--- src/rtl/reorder_buffer_pkg.sv ---
`default_nettype none
// ============================================================================
// Module      : reorder_buffer_pkg
// Description : Shared types and constants for the reorder buffer: entry
//               kinds, default geometry, the "no tag" marker and the
//               per-entry record held in the circular queue.
// Revision    : 1.0 - initial release
// ============================================================================
package reorder_buffer_pkg;

    localparam int          ROB_DEPTH = 16;
    localparam int          ROB_TAG_W = 4;
    // Tag value that never matches a real entry; the register file treats a
    // commit carrying it as "nothing to clear".
    localparam logic [31:0] MAXN      = 32'd1000;

    typedef enum logic [1:0] {
        ROB_REG    = 2'd0,
        ROB_STORE  = 2'd1,
        ROB_BRANCH = 2'd2
    } rob_type_e;

    typedef struct packed {
        logic        ready;
        rob_type_e   typ;
        logic [4:0]  rd;
        logic [31:0] value;
        logic        pred;
        logic        taken;
        logic [31:0] target;
    } rob_entry_t;

endpackage
`default_nettype wire

--- src/rtl/reorder_buffer_if.sv ---
`default_nettype none
// ============================================================================
// Module      : reorder_buffer_if
// Description : Bundle of every reorder-buffer signal except clock, reset
//               and global enable.
//               issue_*  : allocation request from issue, alloc_tag/rob_full
//                          back to it
//               cdb_*    : result broadcast from the execution units
//               query_*  : two combinational operand lookups by tag
//               commit_* : register-file write of the retiring entry
//               store_*  : permission for the LSB to perform a store
//               clear / redirect_pc : machine flush on a mispredict
//               slave modport = reorder buffer, master modport = pipeline.
// Revision    : 1.0 - initial release
// ============================================================================
interface reorder_buffer_if;
    import reorder_buffer_pkg::*;

    logic        issue_valid;
    rob_type_e   issue_type;
    logic [4:0]  issue_rd;
    logic        issue_pred_taken;
    logic [31:0] alloc_tag;
    logic        rob_full;

    logic        cdb_valid;
    logic [31:0] cdb_tag;
    logic [31:0] cdb_value;
    logic        cdb_taken;
    logic [31:0] cdb_target;

    logic [31:0] query_tag_1;
    logic [31:0] query_tag_2;
    logic        query_ready_1;
    logic        query_ready_2;
    logic [31:0] query_value_1;
    logic [31:0] query_value_2;

    logic        commit_en;
    logic [4:0]  commit_rd;
    logic [31:0] commit_value;
    logic [31:0] commit_tag;
    logic        store_commit;
    logic [31:0] store_tag;
    logic        clear;
    logic [31:0] redirect_pc;

    modport slave (
        input  issue_valid, issue_type, issue_rd, issue_pred_taken,
        output alloc_tag, rob_full,
        input  cdb_valid, cdb_tag, cdb_value, cdb_taken, cdb_target,
        input  query_tag_1, query_tag_2,
        output query_ready_1, query_ready_2, query_value_1, query_value_2,
        output commit_en, commit_rd, commit_value, commit_tag,
        output store_commit, store_tag, clear, redirect_pc
    );

    modport master (
        output issue_valid, issue_type, issue_rd, issue_pred_taken,
        input  alloc_tag, rob_full,
        output cdb_valid, cdb_tag, cdb_value, cdb_taken, cdb_target,
        output query_tag_1, query_tag_2,
        input  query_ready_1, query_ready_2, query_value_1, query_value_2,
        input  commit_en, commit_rd, commit_value, commit_tag,
        input  store_commit, store_tag, clear, redirect_pc
    );

endinterface
`default_nettype wire

--- src/rtl/reorder_buffer.sv ---
`default_nettype none
// ============================================================================
// Module      : reorder_buffer
// Description : In-order retirement queue. Allocates the tail entry for each
//               issued instruction (tag = entry index), captures CDB results,
//               and retires at most one ready head entry per cycle through
//               registered single-cycle commit pulses. A retiring branch
//               whose outcome differs from its prediction flushes the queue
//               and raises clear with the correct fetch target.
//   clk_in  : clock
//   rst_in  : synchronous reset, active-high
//   rdy_in  : global enable; low freezes all state and zeroes the pulses
//   rob     : reorder_buffer_if.slave (issue / CDB / query / commit groups)
// Revision    : 1.0 - initial release
// ============================================================================
module reorder_buffer
    import reorder_buffer_pkg::*;
#(
    parameter int DEPTH = ROB_DEPTH,
    parameter int TAG_W = ROB_TAG_W
) (
    input  wire logic           clk_in,
    input  wire logic           rst_in,
    input  wire logic           rdy_in,
    reorder_buffer_if.slave     rob
);

    localparam logic [TAG_W:0] c_full_count = (TAG_W + 1)'(DEPTH);

    rob_entry_t         r_entry [DEPTH];
    logic [TAG_W-1:0]   r_head;
    logic [TAG_W-1:0]   r_tail;
    logic [TAG_W:0]     r_count;

    logic               r_commit_en;
    logic [4:0]         r_commit_rd;
    logic [31:0]        r_commit_value;
    logic [31:0]        r_commit_tag;
    logic               r_store_commit;
    logic [31:0]        r_store_tag;
    logic               r_clear;
    logic [31:0]        r_redirect_pc;

    logic               w_full;
    logic               w_accept;
    logic               w_issue;
    logic               w_cdb_hit;
    logic [TAG_W-1:0]   w_cdb_idx;
    rob_entry_t         w_head_entry;
    logic               w_commit;
    logic               w_mispredict;

    // Full comes from the registered count only, so a commit in the same
    // cycle does not open a slot for issue until the following cycle.
    assign w_full       = (r_count == c_full_count);
    // While clear is high the rest of the machine is still flushing, so
    // issue and CDB traffic from that cycle is stale and dropped.
    assign w_accept     = rdy_in && !r_clear;
    assign w_issue      = w_accept && rob.issue_valid && !w_full;
    // Tags beyond the queue range can never name a live entry.
    assign w_cdb_hit    = w_accept && rob.cdb_valid && (rob.cdb_tag[31:TAG_W] == '0);
    assign w_cdb_idx    = rob.cdb_tag[TAG_W-1:0];
    assign w_head_entry = r_entry[r_head];
    assign w_commit     = rdy_in && (r_count != '0) && w_head_entry.ready;
    assign w_mispredict = w_commit && (w_head_entry.typ == ROB_BRANCH)
                          && (w_head_entry.taken != w_head_entry.pred);

    always_ff @(posedge clk_in) begin
        if (rst_in) begin
            r_head         <= '0;
            r_tail         <= '0;
            r_count        <= '0;
            r_commit_en    <= 1'b0;
            r_commit_rd    <= 5'd0;
            r_commit_value <= 32'd0;
            r_commit_tag   <= MAXN;
            r_store_commit <= 1'b0;
            r_store_tag    <= MAXN;
            r_clear        <= 1'b0;
            r_redirect_pc  <= 32'd0;
            for (int i = 0; i < DEPTH; i++) begin
                r_entry[i].ready <= 1'b0;
            end
        end else if (rdy_in) begin
            r_commit_en    <= 1'b0;
            r_store_commit <= 1'b0;
            r_clear        <= 1'b0;

            if (w_cdb_hit) begin
                r_entry[w_cdb_idx].ready  <= 1'b1;
                r_entry[w_cdb_idx].value  <= rob.cdb_value;
                r_entry[w_cdb_idx].taken  <= rob.cdb_taken;
                r_entry[w_cdb_idx].target <= rob.cdb_target;
            end

            // Issue is written after the CDB so a fresh allocation always
            // starts not-ready, even if a stale broadcast names its slot.
            if (w_issue) begin
                r_entry[r_tail].ready  <= 1'b0;
                r_entry[r_tail].typ    <= rob.issue_type;
                r_entry[r_tail].rd     <= rob.issue_rd;
                r_entry[r_tail].pred   <= rob.issue_pred_taken;
                r_entry[r_tail].taken  <= 1'b0;
                r_entry[r_tail].value  <= 32'd0;
                r_entry[r_tail].target <= 32'd0;
                r_tail                 <= r_tail + 1'b1;
            end

            if (w_commit) begin
                r_head <= r_head + 1'b1;
                case (w_head_entry.typ)
                    ROB_STORE: begin
                        r_store_commit <= 1'b1;
                        r_store_tag    <= 32'(r_head);
                    end
                    ROB_REG, ROB_BRANCH: begin
                        r_commit_en    <= 1'b1;
                        r_commit_rd    <= w_head_entry.rd;
                        r_commit_value <= w_head_entry.value;
                        r_commit_tag   <= 32'(r_head);
                    end
                    default: ;
                endcase
            end

            case ({w_issue, w_commit})
                2'b10:   r_count <= r_count + 1'b1;
                2'b01:   r_count <= r_count - 1'b1;
                default: ;
            endcase

            // The mispredicted branch still writes its link value; every
            // younger entry is discarded on this same edge.
            if (w_mispredict) begin
                r_clear       <= 1'b1;
                r_redirect_pc <= w_head_entry.target;
                r_head        <= '0;
                r_tail        <= '0;
                r_count       <= '0;
                for (int i = 0; i < DEPTH; i++) begin
                    r_entry[i].ready <= 1'b0;
                end
            end
        end else begin
            r_commit_en    <= 1'b0;
            r_store_commit <= 1'b0;
            r_clear        <= 1'b0;
        end
    end

    // Operand lookup: a broadcast in the current cycle is forwarded directly
    // so a consumer need not wait for the entry write.
    always_comb begin
        rob.query_ready_1 = 1'b0;
        rob.query_value_1 = 32'd0;
        if (!r_clear && (rob.query_tag_1[31:TAG_W] == '0)) begin
            if (rob.cdb_valid && (rob.cdb_tag == rob.query_tag_1)) begin
                rob.query_ready_1 = 1'b1;
                rob.query_value_1 = rob.cdb_value;
            end else begin
                rob.query_ready_1 = r_entry[rob.query_tag_1[TAG_W-1:0]].ready;
                rob.query_value_1 = r_entry[rob.query_tag_1[TAG_W-1:0]].value;
            end
        end
    end

    always_comb begin
        rob.query_ready_2 = 1'b0;
        rob.query_value_2 = 32'd0;
        if (!r_clear && (rob.query_tag_2[31:TAG_W] == '0)) begin
            if (rob.cdb_valid && (rob.cdb_tag == rob.query_tag_2)) begin
                rob.query_ready_2 = 1'b1;
                rob.query_value_2 = rob.cdb_value;
            end else begin
                rob.query_ready_2 = r_entry[rob.query_tag_2[TAG_W-1:0]].ready;
                rob.query_value_2 = r_entry[rob.query_tag_2[TAG_W-1:0]].value;
            end
        end
    end

    assign rob.alloc_tag    = 32'(r_tail);
    assign rob.rob_full     = w_full;
    assign rob.commit_en    = r_commit_en;
    assign rob.commit_rd    = r_commit_rd;
    assign rob.commit_value = r_commit_value;
    assign rob.commit_tag   = r_commit_tag;
    assign rob.store_commit = r_store_commit;
    assign rob.store_tag    = r_store_tag;
    assign rob.clear        = r_clear;
    assign rob.redirect_pc  = r_redirect_pc;

endmodule
`default_nettype wire

--- src/flat_wrapper.sv ---
// flat-port wrapper written by rule: the top's interface ports become plain ports
module reorder_buffer_flat import reorder_buffer_pkg::*;
#(
    parameter int DEPTH = ROB_DEPTH,
    parameter int TAG_W = ROB_TAG_W
)
  (clk_in, rst_in, rdy_in, rob_issue_valid, rob_issue_type, rob_issue_rd, rob_issue_pred_taken, rob_alloc_tag, rob_rob_full, rob_cdb_valid, rob_cdb_tag, rob_cdb_value, rob_cdb_taken, rob_cdb_target, rob_query_tag_1, rob_query_tag_2, rob_query_ready_1, rob_query_ready_2, rob_query_value_1, rob_query_value_2, rob_commit_en, rob_commit_rd, rob_commit_value, rob_commit_tag, rob_store_commit, rob_store_tag, rob_clear, rob_redirect_pc);
  reorder_buffer_if rob_i ();
  input  wire logic clk_in;
  input  wire logic rst_in;
  input  wire logic rdy_in;
  input wire logic [$bits(rob_i.issue_valid)-1:0] rob_issue_valid;
  input wire logic [$bits(rob_i.issue_type)-1:0] rob_issue_type;
  input wire logic [$bits(rob_i.issue_rd)-1:0] rob_issue_rd;
  input wire logic [$bits(rob_i.issue_pred_taken)-1:0] rob_issue_pred_taken;
  output wire logic [$bits(rob_i.alloc_tag)-1:0] rob_alloc_tag;
  output wire logic [$bits(rob_i.rob_full)-1:0] rob_rob_full;
  input wire logic [$bits(rob_i.cdb_valid)-1:0] rob_cdb_valid;
  input wire logic [$bits(rob_i.cdb_tag)-1:0] rob_cdb_tag;
  input wire logic [$bits(rob_i.cdb_value)-1:0] rob_cdb_value;
  input wire logic [$bits(rob_i.cdb_taken)-1:0] rob_cdb_taken;
  input wire logic [$bits(rob_i.cdb_target)-1:0] rob_cdb_target;
  input wire logic [$bits(rob_i.query_tag_1)-1:0] rob_query_tag_1;
  input wire logic [$bits(rob_i.query_tag_2)-1:0] rob_query_tag_2;
  output wire logic [$bits(rob_i.query_ready_1)-1:0] rob_query_ready_1;
  output wire logic [$bits(rob_i.query_ready_2)-1:0] rob_query_ready_2;
  output wire logic [$bits(rob_i.query_value_1)-1:0] rob_query_value_1;
  output wire logic [$bits(rob_i.query_value_2)-1:0] rob_query_value_2;
  output wire logic [$bits(rob_i.commit_en)-1:0] rob_commit_en;
  output wire logic [$bits(rob_i.commit_rd)-1:0] rob_commit_rd;
  output wire logic [$bits(rob_i.commit_value)-1:0] rob_commit_value;
  output wire logic [$bits(rob_i.commit_tag)-1:0] rob_commit_tag;
  output wire logic [$bits(rob_i.store_commit)-1:0] rob_store_commit;
  output wire logic [$bits(rob_i.store_tag)-1:0] rob_store_tag;
  output wire logic [$bits(rob_i.clear)-1:0] rob_clear;
  output wire logic [$bits(rob_i.redirect_pc)-1:0] rob_redirect_pc;
  assign rob_i.issue_valid = rob_issue_valid;
  assign rob_i.issue_type = rob_issue_type;
  assign rob_i.issue_rd = rob_issue_rd;
  assign rob_i.issue_pred_taken = rob_issue_pred_taken;
  assign rob_alloc_tag = rob_i.alloc_tag;
  assign rob_rob_full = rob_i.rob_full;
  assign rob_i.cdb_valid = rob_cdb_valid;
  assign rob_i.cdb_tag = rob_cdb_tag;
  assign rob_i.cdb_value = rob_cdb_value;
  assign rob_i.cdb_taken = rob_cdb_taken;
  assign rob_i.cdb_target = rob_cdb_target;
  assign rob_i.query_tag_1 = rob_query_tag_1;
  assign rob_i.query_tag_2 = rob_query_tag_2;
  assign rob_query_ready_1 = rob_i.query_ready_1;
  assign rob_query_ready_2 = rob_i.query_ready_2;
  assign rob_query_value_1 = rob_i.query_value_1;
  assign rob_query_value_2 = rob_i.query_value_2;
  assign rob_commit_en = rob_i.commit_en;
  assign rob_commit_rd = rob_i.commit_rd;
  assign rob_commit_value = rob_i.commit_value;
  assign rob_commit_tag = rob_i.commit_tag;
  assign rob_store_commit = rob_i.store_commit;
  assign rob_store_tag = rob_i.store_tag;
  assign rob_clear = rob_i.clear;
  assign rob_redirect_pc = rob_i.redirect_pc;
  reorder_buffer #(.DEPTH(DEPTH), .TAG_W(TAG_W)) u_core (.clk_in(clk_in), .rst_in(rst_in), .rdy_in(rdy_in), .rob(rob_i));
endmodule
--- config.mk ---
export PLATFORM = sky130hd
export DESIGN_NAME = reorder_buffer_flat
export DESIGN_NICKNAME = d
export VERILOG_FILES = /design/src/rtl/reorder_buffer_pkg.sv /design/src/rtl/reorder_buffer_if.sv /design/src/rtl/reorder_buffer.sv /design/src/flat_wrapper.sv
export SDC_FILE = /design/constraint.sdc
export NUM_CORES = 2
export LEC_CHECK = 0
export CORE_ASPECT_RATIO = 0.6
export CORE_MARGIN = 4
export CORE_UTILIZATION = 35
export DETAILED_ROUTE_END_ITERATION = 12
export PLACE_DENSITY = 0.53
export SLEW_MARGIN = 20
export SYNTH_ARGS = -nofsm -noshare
export SYNTH_HDL_FRONTEND = slang
export SYNTH_SLANG_ARGS = --single-unit
--- constraint.sdc ---
create_clock -name clk_in -period 6 [get_ports clk_in]
set_input_delay 0.9 -clock clk_in [delete_from_list [all_inputs] [get_ports clk_in]]
set_output_delay 0.9 -clock clk_in [all_outputs]
set_load 0.1 [all_outputs]
==> metrics.csv <==
metric,value,unit
post_cts_resize_count,0,
muxShareOfSynthArea,25.9,%
fillCellCount,17100,
fmax,206,MHz
die_w,557,um
cp-end-kind,primary output,
synthFlopType,dfxtp_1,
cts-buffers-inserted,121,
cts_root_buf,clkbuf_16,
antenna_left,0,
tightest_slew,1.15,ns
p_int,13300,uW
slew_violations,0,
setup_ws,1.15,ns
ctsHoldBuffers,0,
num_vias,53600,
start_kind,input port,
start_util,35.3,%
synth_compound_area_share,9.57,%
gr-usage-met3,7.36,%
cts_max_path_buffers,3,
port_buffers,334,
syn-cell-area,63200,um2
yosysTopAreaCellShare,36.6,%
slowest_stage,buf_4,
grt_most_used_layer,met1,
clk_latency,0.78,ns
synth-async-reset-ratio,0,%
hold_viol_final,0,
drive_gt1_share,17.9,%
finalCritPeriodShare,80.8,%
crit_chain,clkdlybuf4s50_1 > xor2_1 > nor4_1 > nand4_1 > nor4_4 > buf_4 > mux2i_1 > nor2_1 > buf_12,
post_cts_buffers,0,
rows,120,
syn_inst,6550,
p_sw_share,24.4,%
routabilityCongestion,0.878,
grtUsageTotal,27.1,%
syn_area_per_cell,9.65,um2
synth_xor_area_share,1.06,%
die_area,188000,um2
pre_cts_ws,1.15,ns
met1_usage,39.8,%
synth_edf_count,128,
seqPwrFrac,49.1,%
wl,262000,um
p_per_area,241,nW/um2
pwr-share-comb,5.1,%
synthSimpleGateAreaFrac,15.2,%
power,17600,uW
hp-class,reg -> reg,
die_h,337,um
synth_top_family_by_area,multiplexers,
synth-adder-area-share,0.210,%
wl_per_cell,29.2,um
clock_skew,0.0444,ns
setup_viol,0,
ys_types,60,
cts_tree,done,
final_nets,6650,
grt_pass1_vias,50200,
antenna_found_initial,20,
clk_pin_slew_worst_paths,0.06,ns
area_delta_synth_final,15.9,%
period_needed,4.85,ns
dp.cells,8722,
status,"complete, no violations",
hpwl,156000,um
hold_ws,0.452,ns
rsz0062_at_grt,no,
grtUsageMet2,38.5,%
drtIter0Drc,7783,
drt-pass1-iter-count,6,
ys_ff_latch,1283,
p_leak,0.0237,uW
ys_warn_count,0,
fin_setup_tns,0,ns
drc_errors,0,
timing_worst_setup_path_type,in -> out,
ir_drop,0.000277,V
avgViaCountPerCell,5.98,
ios,409,
final_cell_count_no_fill,8957,
grt_max_degree,114,
grt_overflow,0,
arrival,3.95,ns
cap_violations,0,
htreeDepth,3,
ys_top_cells_by_area,"dfxtp_1 37%, mux4_2 25%, nand2_1 13%, a21oi_1 8.9%, edfxtp_1 6.1%",
fp.coreArea,179000,um2
crit_fanout,33,
clock_sinks,1283,
post-synth-top-area-cell,dfxtp_1,
critPathRequiredTime,5.10,ns
clkPwrFrac,45.8,%
relSlewSlack,23.0,%
ys_seq_area_share,42.7,%
critPathMaxStageDelay,0.56,ns
p_sw,4310,uW
grt_pass1_wl,372000,um
## through the flow
step / instance area, um2 / utilization (%)
global route: 73300 / 40.9
finish: 73300 / 41.0
floorplan: 63500 / -
CTS: 73300 / 40.9
global placement: 69200 / 38.6
detailed placement: 69200 / 38.7
## layout make-up
class                           count  area [um2]  share of cell area (%)
Antenna cell                       10        25.0                  0.0341
Sequential cell                  1283       27000                    36.8
Inverter                            9        38.8                  0.0529
Clock buffer                      191        3640                    4.97
Timing Repair Buffer              483        5740                    7.83
Clock inverter                     34         430                   0.587
Multi-Input combinational cell   4568       33500                    45.7
Tap cell                         2379        2980                    4.06
## power by group through the flow
stage	clock network, uW	logic (uW)	registers [uW]
floorplan	0	595	8850
global placement	0	894	8850
detailed placement	0	895	8850
CTS	8150	898	8650
global route	8500	940	8650
finish	8080	905	8650
## cell usage after synthesis (all sizes together), types with 2 or more instances
cell type,count
xnor2,17
buf,320
a211oi,7
nor2b,8
mux4,692
a2111oi,2
or4,6
clkbuf,443
xor2,59
a22oi,2
and2,13
a21oi,1128
nand2b,2
dfxtp,1155
nand3,46
and4b,3
edfxtp,128
nor4,34
nor3,27
and3,5
nor4b,2
and4,3
a21o,3
inv,9
nand4,7
nand2,2195
o21ai,36
nor2,95
mux2i,79
ha,9
## critical path, delay by kind of cell
family	cells	cell delay, ns
muxes	1	0.20
xor gates and xnor gates	1	0.20
and+or+nand+nor	4	1.21
buffers and inverters	3	1.32
## layer usage
layer | wire (um) | vias up
li1 | - | 22600
met1 | 111000 | 26900
met2 | 109000 | 3594
met3 | 33700 | 460
met4 | 8420 | 10
met5 | 69 | -
## placed cells by master (no fill, tap or decap), types with 33 or more instances in the layout
master / instances
a21oi_1: 1128
buf_12: 114
buf_4: 103
clkbuf_1: 35
clkbuf_16: 122
clkbuf_8: 33
clkdlybuf4s50_1: 259
conb_1: 74
dfxtp_1: 1152
edfxtp_1: 128
mux2i_1: 79
mux4_2: 692
nand2_1: 2183
nand3_1: 42
nor2_1: 81
xor2_1: 58
## cell families (layout without fill, tap and decap cells)
| kind of cell | count (synthesis) | in the layout |
|---|---|---|
| flip-flops | 1283 | 1283 |
| XOR/XNOR | 76 | 76 |
| buffers and inverters | 772 | 717 |
| AND/OR/NAND/NOR | 2449 | 2449 |
| adder cells (fa/ha/maj) | 10 | 10 |
| other | 1 | 84 |
| multiplexers | 772 | 772 |
| AO/OA/AOI/OAI | 1187 | 1187 |
## path summary, 6_finish.rpt
| check | depth (start not counted) | to | from | slack (ns) |
|---|---|---|---|---|
| worst max-delay path | 9 | rob_query_value_2[29] | rob_cdb_tag[11] | 1.15 |
| worst min-delay path | 2 | u_core.r_entry[1][20] | u_core.r_entry[1][20] | 0.45 |
| worst max register to register | 14 | u_core.r_count[4] | flop | 1.91 |
| worst min register to register | 2 | u_core.r_entry[1][20] | u_core.r_entry[1][20] | 0.45 |
## state kept, by name, summed over array words and instances, names as in the netlist, 4 cells and up, named ones only
| register | cells |
|---|---|
| u_core.rob.commit_rd | 5 |
| u_core.r_head | 4 |
| u_core.rob.store_tag | 5 |
| u_core.rob.commit_value | 32 |
| u_core.r_entry | 1184 |
| u_core.r_tail | 4 |
| u_core.rob.redirect_pc | 32 |
| u_core.rob.commit_tag | 5 |
| u_core.r_count | 5 |
Note: power is estimated with default switching activity, not from simulation.
